File: src/rtl/alsu_pipe_param_if.sv
`default_nettype none
// ============================================================================
// Module   : alsu_pipe_param_if
// Brief    : Operand/control bundle and registered result of the pipelined ALSU.
// Revision : 1.0 - initial release
// ============================================================================
interface alsu_pipe_param_if #(
    parameter int WIDTH = 3,
    parameter int LED_W = 16
);
    logic                 in_valid;
    logic [WIDTH-1:0]     A;
    logic [WIDTH-1:0]     B;
    logic                 cin;
    logic                 serial_in;
    logic                 red_op_A;
    logic                 red_op_B;
    logic [2:0]           opcode;
    logic                 bypass_A;
    logic                 bypass_B;
    logic                 direction;
    logic [2*WIDTH-1:0]   out;
    logic                 out_valid;
    logic [LED_W-1:0]     leds;
    logic                 invalid;

    modport master (
        output in_valid, A, B, cin, serial_in, red_op_A, red_op_B,
               opcode, bypass_A, bypass_B, direction,
        input  out, out_valid, leds, invalid
    );

    modport slave (
        input  in_valid, A, B, cin, serial_in, red_op_A, red_op_B,
               opcode, bypass_A, bypass_B, direction,
        output out, out_valid, leds, invalid
    );
endinterface
`default_nettype wire

File: src/rtl/alsu_pipe_param.sv
`default_nettype none
// ============================================================================
// Module   : alsu_pipe_param
// Brief    : Two-stage parametrised arithmetic/logic/shift unit with valid pipe.
// Revision : 1.0 - initial release
// ============================================================================
module alsu_pipe_param #(
    parameter int WIDTH          = 3,
    parameter     INPUT_PRIORITY = "A",
    parameter bit FULL_ADDER     = 1'b1,
    parameter int LED_W          = 16
) (
    input  wire logic           clk,
    input  wire logic           rst,
    alsu_pipe_param_if.slave    bus
);
    localparam int       OUT_W      = 2 * WIDTH;
    localparam bit       c_PRIO_A   = (INPUT_PRIORITY == "A");
    localparam logic [2:0] c_OP_OR    = 3'd0;
    localparam logic [2:0] c_OP_XOR   = 3'd1;
    localparam logic [2:0] c_OP_ADD   = 3'd2;
    localparam logic [2:0] c_OP_MULT  = 3'd3;
    localparam logic [2:0] c_OP_SHIFT = 3'd4;
    localparam logic [2:0] c_OP_ROT   = 3'd5;
    localparam logic [2:0] c_OP_SUB   = 3'd6;

    logic             r_valid1;
    logic [WIDTH-1:0] r_a, r_b;
    logic             r_cin, r_serial, r_red_a, r_red_b;
    logic             r_byp_a, r_byp_b, r_dir;
    logic [2:0]       r_opcode;
    logic [OUT_W-1:0] r_out;
    logic [LED_W-1:0] r_leds;
    logic             r_invalid;
    logic             r_out_valid;

    logic [OUT_W-1:0] w_a_ext, w_b_ext, w_cin_ext, w_next_out;
    logic             w_invalid, w_sel_red_a, w_sel_byp_a, w_red_bit;

    assign w_a_ext   = {{WIDTH{r_a[WIDTH-1]}}, r_a};
    assign w_b_ext   = {{WIDTH{r_b[WIDTH-1]}}, r_b};
    assign w_cin_ext = {{(OUT_W-1){1'b0}}, (FULL_ADDER & r_cin)};

    always_comb begin
        w_invalid   = (r_opcode == 3'd7) ||
                      ((r_red_a || r_red_b) && (r_opcode >= c_OP_ADD));
        // One flag alone wins outright; priority only breaks a tie.
        w_sel_red_a = r_red_a && (!r_red_b || c_PRIO_A);
        w_sel_byp_a = r_byp_a && (!r_byp_b || c_PRIO_A);
        if (r_opcode == c_OP_OR)
            w_red_bit = w_sel_red_a ? |r_a : |r_b;
        else
            w_red_bit = w_sel_red_a ? ^r_a : ^r_b;

        w_next_out = '0;
        if (w_invalid) begin
            w_next_out = '0;
        end else if (r_byp_a || r_byp_b) begin
            w_next_out = w_sel_byp_a ? w_a_ext : w_b_ext;
        end else if (r_red_a || r_red_b) begin
            w_next_out = {{(OUT_W-1){1'b0}}, w_red_bit};
        end else begin
            case (r_opcode)
                c_OP_OR:    w_next_out = w_a_ext | w_b_ext;
                c_OP_XOR:   w_next_out = w_a_ext ^ w_b_ext;
                c_OP_ADD:   w_next_out = w_a_ext + w_b_ext + w_cin_ext;
                // Low OUT_W bits of the sign-extended product are the exact signed product.
                c_OP_MULT:  w_next_out = w_a_ext * w_b_ext;
                c_OP_SHIFT: w_next_out = r_dir ? {r_out[OUT_W-2:0], r_serial}
                                               : {r_serial, r_out[OUT_W-1:1]};
                c_OP_ROT:   w_next_out = r_dir ? {r_out[OUT_W-2:0], r_out[OUT_W-1]}
                                               : {r_out[0], r_out[OUT_W-1:1]};
                c_OP_SUB:   w_next_out = w_a_ext - w_b_ext - w_cin_ext;
                default:    w_next_out = '0;
            endcase
        end
    end

    always_ff @(posedge clk) begin
        if (!rst) begin
            r_valid1    <= 1'b0;
            r_a         <= '0;
            r_b         <= '0;
            r_cin       <= 1'b0;
            r_serial    <= 1'b0;
            r_red_a     <= 1'b0;
            r_red_b     <= 1'b0;
            r_byp_a     <= 1'b0;
            r_byp_b     <= 1'b0;
            r_dir       <= 1'b0;
            r_opcode    <= '0;
            r_out       <= '0;
            r_leds      <= '0;
            r_invalid   <= 1'b0;
            r_out_valid <= 1'b0;
        end else begin
            r_valid1    <= bus.in_valid;
            r_a         <= bus.A;
            r_b         <= bus.B;
            r_cin       <= bus.cin;
            r_serial    <= bus.serial_in;
            r_red_a     <= bus.red_op_A;
            r_red_b     <= bus.red_op_B;
            r_byp_a     <= bus.bypass_A;
            r_byp_b     <= bus.bypass_B;
            r_dir       <= bus.direction;
            r_opcode    <= bus.opcode;
            r_out_valid <= r_valid1;
            if (r_valid1) begin
                r_out     <= w_next_out;
                r_leds    <= w_invalid ? ~r_leds : '0;
                r_invalid <= w_invalid;
            end
        end
    end

    assign bus.out       = r_out;
    assign bus.leds      = r_leds;
    assign bus.invalid   = r_invalid;
    assign bus.out_valid = r_out_valid;
endmodule
`default_nettype wire

File: src/flat_wrapper.sv
// flat-port wrapper written by rule: the top's interface ports become plain ports
module alsu_pipe_param_flat 
#(
    parameter int WIDTH          = 3,
    parameter     INPUT_PRIORITY = " ",
    parameter bit FULL_ADDER     = 1'b1,
    parameter int LED_W          = 16
)
  (clk, rst, bus_in_valid, bus_A, bus_B, bus_cin, bus_serial_in, bus_red_op_A, bus_red_op_B, bus_opcode, bus_bypass_A, bus_bypass_B, bus_direction, bus_out, bus_out_valid, bus_leds, bus_invalid);
  alsu_pipe_param_if #(.WIDTH(WIDTH), .LED_W(LED_W)) bus_i ();
  input  wire logic clk;
  input  wire logic rst;
  input wire logic [$bits(bus_i.in_valid)-1:0] bus_in_valid;
  input wire logic [$bits(bus_i.A)-1:0] bus_A;
  input wire logic [$bits(bus_i.B)-1:0] bus_B;
  input wire logic [$bits(bus_i.cin)-1:0] bus_cin;
  input wire logic [$bits(bus_i.serial_in)-1:0] bus_serial_in;
  input wire logic [$bits(bus_i.red_op_A)-1:0] bus_red_op_A;
  input wire logic [$bits(bus_i.red_op_B)-1:0] bus_red_op_B;
  input wire logic [$bits(bus_i.opcode)-1:0] bus_opcode;
  input wire logic [$bits(bus_i.bypass_A)-1:0] bus_bypass_A;
  input wire logic [$bits(bus_i.bypass_B)-1:0] bus_bypass_B;
  input wire logic [$bits(bus_i.direction)-1:0] bus_direction;
  output wire logic [$bits(bus_i.out)-1:0] bus_out;
  output wire logic [$bits(bus_i.out_valid)-1:0] bus_out_valid;
  output wire logic [$bits(bus_i.leds)-1:0] bus_leds;
  output wire logic [$bits(bus_i.invalid)-1:0] bus_invalid;
  assign bus_i.in_valid = bus_in_valid;
  assign bus_i.A = bus_A;
  assign bus_i.B = bus_B;
  assign bus_i.cin = bus_cin;
  assign bus_i.serial_in = bus_serial_in;
  assign bus_i.red_op_A = bus_red_op_A;
  assign bus_i.red_op_B = bus_red_op_B;
  assign bus_i.opcode = bus_opcode;
  assign bus_i.bypass_A = bus_bypass_A;
  assign bus_i.bypass_B = bus_bypass_B;
  assign bus_i.direction = bus_direction;
  assign bus_out = bus_i.out;
  assign bus_out_valid = bus_i.out_valid;
  assign bus_leds = bus_i.leds;
  assign bus_invalid = bus_i.invalid;
  alsu_pipe_param #(.WIDTH(WIDTH), .INPUT_PRIORITY(INPUT_PRIORITY), .FULL_ADDER(FULL_ADDER), .LED_W(LED_W)) u_core (.clk(clk), .rst(rst), .bus(bus_i));
endmodule
File: config.mk
export PLATFORM = sky130hd
export DESIGN_NAME = alsu_pipe_param_flat
export DESIGN_NICKNAME = d
export VERILOG_FILES = /design/src/rtl/alsu_pipe_param_if.sv /design/src/rtl/alsu_pipe_param.sv /design/src/flat_wrapper.sv
export SDC_FILE = /design/constraint.sdc
export NUM_CORES = 1
export LEC_CHECK = 0
export ABC_AREA = 1
export CELL_PAD_IN_SITES_DETAIL_PLACEMENT = 0
export CELL_PAD_IN_SITES_GLOBAL_PLACEMENT = 1
export CORE_ASPECT_RATIO = 1.5
export CORE_MARGIN = 2
export CORE_UTILIZATION = 34
export DETAILED_ROUTE_END_ITERATION = 7
export PLACE_DENSITY = 0.8
export REMOVE_ABC_BUFFERS = 1
export SLEW_MARGIN = 15
export SYNTH_ARGS = -nofsm -noshare
export SYNTH_HDL_FRONTEND = slang
export SYNTH_SLANG_ARGS = --single-unit
File: constraint.sdc
create_clock -name clk -period 2.4 [get_ports clk]
set_input_delay 0.36 -clock clk [delete_from_list [all_inputs] [get_ports clk]]
set_output_delay 0.36 -clock clk [all_outputs]
set_load 0.005 [all_outputs]
==> results of run 1 <==
==> state kept, by name, summed over array words and instances, names as in the netlist, 3 cells and up <==
name and flops:
u_core.bus.leds 16, u_core.r_a 3, u_core.r_b 3, u_core.bus.out 6
u_core.r_opcode 3
==> through the flow <==
stage | total power (W) | std cells
after floorplan | 0.000965 | 379
after global placement | 0.00111 | 539
after detailed placement | 0.00112 | 539
after CTS | 0.00190 | 547
after global routing | 0.00199 | 547
final | 0.00188 | 547
==> cells in the final DEF, fill, tap and decap left out, types with 2 or more instances in the layout <==
| cell type | synthesis | final |
|---|---|---|
| nor2_1 | 17 | 17 |
| fa_1 | 5 | 3 |
| o211ai_1 | 3 | 3 |
| clkbuf_16 | 0 | 5 |
| nor3_1 | 2 | 2 |
| nand2_1 | 97 | 96 |
| a21oi_2 | 1 | 2 |
| xor2_1 | 2 | 2 |
| o22ai_1 | 2 | 2 |
| nand3b_1 | 2 | 2 |
| clkdlybuf4s50_1 | 0 | 42 |
| nand2_2 | 3 | 4 |
| o21ai_1 | 4 | 4 |
| o21ai_0 | 28 | 28 |
| nor2_4 | 3 | 3 |
| a21oi_1 | 23 | 22 |
| ha_4 | 0 | 3 |
| inv_1 | 81 | 77 |
| fa_2 | 0 | 2 |
| buf_4 | 0 | 16 |
| inv_2 | 7 | 11 |
| dfxtp_1 | 41 | 37 |
| dfxtp_2 | 0 | 3 |
| ha_1 | 23 | 19 |
| nand3_1 | 24 | 24 |
==> how the worst max path moves through the flow <==
stage,to,slack [ns]
floorplan,u_core.bus.out[4],-0.29
global placement,u_core.bus.out[4],-0.35
detailed placement,u_core.bus.out[4],-0.38
CTS,u_core.bus.out[4],-0.30
global route,u_core.bus.out[4],-0.43
finish,u_core.bus.out[4],-0.31
==> per-layer routing <==
layer	vias up	part of all wire, %	wire length, um	global-route usage [%]
met5	-	0	0	0
met4	0	3.3	214	7.76
met3	16	3.5	228	3.22
met2	41	55	3520	31.6
met1	1102	39	2480	16.6
li1	1305	-	-	-
==> cells in the mapped netlist <==
library cell / count / area (um^2)
nand3_2: 1 / 10.0
dfxtp_1: 41 / 821
buf_6: 2 / 22.5
nand2_2: 3 / 18.8
a31o_2: 1 / 8.76
nand2_4: 1 / 11.3
nand3b_1: 2 / 15.0
a221oi_1: 1 / 8.76
nand3_1: 24 / 120
xor2_1: 2 / 17.5
o21ai_0: 28 / 140
inv_2: 7 / 26.3
or2_0: 1 / 6.26
or2_2: 1 / 6.26
o21ai_1: 4 / 20.0
nor3_1: 2 / 10.0
nor2_1: 17 / 63.8
o211ai_1: 3 / 22.5
a21oi_2: 1 / 8.76
a21oi_1: 23 / 115
ha_1: 23 / 288
fa_1: 5 / 100
nor2_4: 3 / 33.8
nand2_1: 97 / 364
buf_2: 1 / 5.00
a221oi_4: 1 / 26.3
nor3_4: 1 / 16.3
o22ai_1: 2 / 12.5
clkbuf_1: 6 / 22.5
inv_1: 81 / 304
nand4_1: 1 / 6.26
xnor2_1: 2 / 17.5
==> cells by family (layout without fill, tap and decap cells) <==
family                     after synthesis  in the layout
and+or+nand+nor                        154            154
buffers and inverters                   97            154
AOI/OAI and AO/OA                       64             64
DFF                                     41             41
adders and majority gates               28             28
xor gates and xnor gates                 4              4
==> critical path: stages, from the launching register on <==
cell and delay [ns]:
dfxtp_4 0.36, ha_4 0.16, xnor2_2 0.13, ha_2 0.32, inv_2 0.04, fa_2 0.32
inv_2 0.07, ha_4 0.12, inv_2 0.03, fa_2 0.54, nor2_1 0.05, nor3_1 0.13
nand3_1 0.09, nand2_1 0.06, nand2_1 0.04, nand2_1 0.07, a21oi_1 0.06
==> area by class of cell <==
cell class	count	area [um^2]	area share, %
sequential	41	828	23.5
tap	102	128	3.62
timing repair buffer	58	541	15.3
inverter	88	330	9.37
clock inverter	3	46.3	1.31
multi-input combinational	250	1530	43.3
clock buffer	5	125	3.55
==> power by group through the flow <==
stage,Clock [W],Combinational (W),Sequential (W)
after floorplan,0,0.000209,0.000757
after global placement,0,0.000358,0.000756
after detailed placement,0,0.000361,0.000758
after CTS,0.000787,0.000372,0.000744
after global routing,0.000812,0.000425,0.000748
final,0.000771,0.000369,0.000744
==> repair_timing <==
action                                  4_1_cts  5_1_grt
endpoints found under the setup margin        2        5
pin swaps                                     7        3
gates resized for setup                      15        5
==> flow_summary.ini, run 1 <==
[outcome]
status = complete, but fails checks
violations = negative setup slack

[sta]
rsz0062_at_grt = true
worst_pin_slew_ns = 0.713
period_needed_ns = 2.71
hold_viol = 0
finalClockSkew_ns = 0.00420
fmax_mhz = 368
setup_viol = 2
tns_ns = -0.583
hold_slack_ns = 0.463
period_share_pct = 113
setup_ws_ns = -0.314
final_max_slew_viol_count = 0
max_slew_margin_pct = 52.4

[yosys]
ys_warn_count = 0
syn_area_um2 = 2670
yosys.area_share.simple_pct = 25.6
synth-compound-area-share_pct = 13.6
ys_ff_latch = 41
yosysUniqueCellTypes = 32
ys_seq_area_share_pct = 30.8
synth-xor-area-share_pct = 1.31
muxShareOfSynthArea_pct = 0
syn_inst = 388
synth-adder-area-share_pct = 14.5
synth_top_family_by_area = simple AND/OR/NAND/NOR gates
syn_avg_cell_area_um2 = 6.88

[job]
drv_cap = 0

[place]
portBuffers = 42
place_ws_ns = -0.380
place.gp.congestion = 0.831
post_dp_cell_area_um2 = 3290
dp_hpwl_um = 5180

[die]
row_count = 39
die_w_um = 76.3
dieArea_um2 = 8590
core_um2 = 7610
die_h_um = 113
start_util_pct = 35.1
ioPinCount = 43

[detailed_routing]
vias = 2464
routed_wirelength_um = 6440
wl_per_cell_um = 11.8
dr.pass1.iters = 4
drc = 0
antenna_left = 0
drt_iter0_drc = 79
vias_per_cell = 4.50

[pwr]
comb_power_share_pct = 19.6
p_switching_w = 0.000509
power.density_nw_per_um2 = 534
p_int_w = 0.00138
pwr-share-seq_pct = 39.5
swShare_pct = 27.0
pwr-share-clk_pct = 40.9
ir_drop_mv = 0.498
power.leakage_nw = 1.68

[worst_setup_path]
r2r-end = u_core.bus.out[4]
required_ns = 2.57
r2r_start = u_core.r_a[1]
cp-start-kind = flop
rrSetupSlack_ns = -0.31
arrival_ns = 2.89
crit_fanout = 4
reg2regPathDepth = 16
worstSetupEndpointType = flop
worstSetupPathType = flop to flop
crit_path_start = u_core.r_a[1]

[cts]
clkSlewWorstSetupHoldPaths_ns = 0.06
cts_max_path_buffers = 2
cts.htree.levels = 2
cts_root_buffer = clkbuf_16
post_cts_buffers = 0
cts_made_buffers = 5
cts_hold_buf = 0
worstSkewPairLatency_ns = 0.29
cts_sinks = 41
cts_tree = built

[layout]
drive_above_1_share_pct = 13.7
postLayoutCoreUtil_pct = 46.3
final_nets = 491
design_area_um2 = 3520
area_growth_pct = 32.1
fillers = 796
antenna-diode-count = 0

[worst_hold_path]
hold_start = u_core.bus.leds[1]
holdPathEnd = u_core.bus.leds[1]
holdCritPathClass = flop to flop
min_path_cells = 2

[global_route]
antenna_found_initial = 0
grt_max_degree = 28
grt_pass1_vias = 2487
overflow = 0
gr-usage-all-layers_pct = 16.4
grt_pass1_wl_um = 11200
No activity file was read; power rests on OpenSTA's default activity.
==> inputs of run 2 (changes only) <==
--- a/config.mk
+++ b/config.mk
@@ -10,9 +10,10 @@
 export CELL_PAD_IN_SITES_GLOBAL_PLACEMENT = 1
 export CORE_ASPECT_RATIO = 1.5
 export CORE_MARGIN = 2
-export CORE_UTILIZATION = 34
+export CORE_UTILIZATION = 36
+export CTS_BUF_LIST = sky130_fd_sc_hd__clkbuf_2 sky130_fd_sc_hd__clkbuf_4 sky130_fd_sc_hd__clkbuf_8
 export DETAILED_ROUTE_END_ITERATION = 7
-export PLACE_DENSITY = 0.8
+export PLACE_DENSITY = 0.84
 export REMOVE_ABC_BUFFERS = 1
 export SLEW_MARGIN = 15
 export SYNTH_ARGS = -nofsm -noshare
==> flow_summary.ini, run 2 (synthesized netlist as in run 1, its figures left out) <==
[outcome]
status = complete, but fails checks
violations = negative setup slack

[layout]
largest_register_ffs = 16
instances_no_fill = 545
area_growth_pct = 30.1
ff_latch_area_um2 = 831
antenna-diode-count = 0
final_nets = 491
layout_common_cells = 95 x nand2_1, 76 x inv_1, 42 x clkdlybuf4s50_1
postLayoutCoreUtil_pct = 48.1
final_common_cell = nand2_1
multi_input_area_um2 = 1530
fillers = 749
drive_above_1_share_pct = 14.6

[sta]
setup_ws_ns = -0.335
period_needed_ns = 2.74
max_slew_margin_pct = 52.2
tns_ns = -0.601
hold_viol = 0
setup_viol = 2
rsz0062_at_grt = true
final_max_slew_viol_count = 0
finalClockSkew_ns = 0.00943
hold_slack_ns = 0.469
fmax_mhz = 366
worst_pin_slew_ns = 0.717
period_share_pct = 114

[worst_setup_path]
arrival_ns = 2.92
crit_path_top_delay_cell = fa_2
path_delay_family = adder cells
crit_fanout = 4
required_ns = 2.59
worstSetupPathType = flop to flop
slowest_delay_ns = 0.52
worstSetupEndpointType = flop
crit_buf_inv = 3
cp-start-kind = flop
crit_path_cell_trace = ha_4 > xnor2_2 > ha_1 > inv_2 > fa_2 > inv_2 > ha_4 > inv_2 > fa_2 > nor2_1 > nor3_1 > nand3_1 > nand2_1 > nand2_1 > nand2_1 > a21oi_1

[place]
place_ws_ns = -0.380
place.gp.congestion = 0.827
dp_cells = 537
dp_hpwl_um = 5140
portBuffers = 42

[cts]
cts_root_buffer = clkbuf_8
cts.htree.levels = 2
worstSkewPairLatency_ns = 0.30
cts_hold_buf = 0
clkSlewWorstSetupHoldPaths_ns = 0.09
cts_tree = built
post_cts_buffers = 0
cts_max_path_buffers = 2
cts_made_buffers = 5
cts_sinks = 41

[detailed_routing]
dr.pass1.iters = 4
antenna_left = 0
drt_iter0_drc = 57
routed_wirelength_um = 6610
drc = 0
vias = 2464
wl_per_cell_um = 12.1
vias_per_cell = 4.52

[pwr]
p_int_w = 0.00120
ir_drop_mv = 0.451
power.leakage_nw = 1.65
power.density_nw_per_um2 = 485
pwr-share-clk_pct = 33.7
pwr-share-seq_pct = 44.0
comb_power_share_pct = 22.3
swShare_pct = 29.1
p_switching_w = 0.000490

[die]
die_w_um = 74.3
ioPinCount = 43
dieArea_um2 = 8130
core_um2 = 7230
start_util_pct = 36.9
row_count = 38
die_h_um = 109

[global_route]
gr-usage-all-layers_pct = 17.8
antenna_found_initial = 0
grt_pass1_vias = 2608
overflow = 0
grt_max_degree = 28
grt_pass1_wl_um = 11300

[job]
drv_cap = 0

[worst_hold_path]
holdCritPathClass = flop to flop
-- run 2: cell count changes in the layout (fill, tap and decap cells not counted), moves of 2 or more --
cell / delta
clkbuf_8: +5
ha_2: +2
ha_1: -2
clkbuf_16: -5
-- run 2: worst paths after layout --
kind | from | to | slack [ns] | cells after the start
setup / recovery | u_core.r_a[1] | u_core.bus.out[4] | -0.34 | 16
hold / removal | u_core.bus.leds[9] | u_core.bus.leds[9] | 0.47 | 2
setup reg to reg | u_core.r_a[1] | u_core.bus.out[4] | -0.34 | 16
hold reg to reg | u_core.bus.leds[9] | u_core.bus.leds[9] | 0.47 | 2
-- run 2: timing repair --
| item | in CTS | in global routing |
|---|---|---|
| pin swaps | 8 | 8 |
| endpoints found under the setup margin | 2 | 5 |
| gates resized for setup | 12 | 14 |
-- run 2: cell type report --
type	instances	area share, %
Multi-Input combinational cell	250	44.2
Clock buffer	5	1.98
Tap cell	100	3.60
Sequential cell	41	23.9
Timing Repair Buffer	58	15.6
Clock inverter	3	1.26
Inverter	88	9.51
-- run 2: power by group through the flow --
stage | Sequential [W] | Clock, W | Combinational, W
2_1_floorplan | 0.000757 | 0 | 0.000209
3_3_place_gp | 0.000756 | 0 | 0.000358
3_5_place_dp | 0.000757 | 0 | 0.000363
4_1_cts | 0.000742 | 0.000578 | 0.000373
5_1_grt | 0.000747 | 0.000597 | 0.000432
6_report | 0.000742 | 0.000568 | 0.000376
-- run 2: layer usage --
layer	wire length, um	track usage (%)	vias to the layer above
li1	-	-	1303
met1	2610	18.6	1107
met2	3590	33.8	38
met3	158	2.20	16
met4	245	9.06	0
met5	0	0	-
-- run 2: worst register-to-register path, cell delays in order, from the launching register on --
cell     delay (ns)
dfxtp_4        0.37
ha_4           0.16
xnor2_2        0.13
ha_1           0.31
inv_2          0.04
fa_2           0.33
inv_2          0.07
ha_4           0.12
inv_2          0.03
fa_2           0.52
nor2_1         0.04
nor3_1         0.17
nand3_1        0.10
nand2_1        0.07
nand2_1        0.05
nand2_1        0.08
a21oi_1        0.06
-- run 2: through the flow --
stage                     total power, W  instance area (um^2)
final                            0.00169                  3470
after floorplan                 0.000965                  2620
after CTS                        0.00169                  3440
after global placement           0.00111                  3280
after global routing             0.00178                  3470
after detailed placement         0.00112                  3280
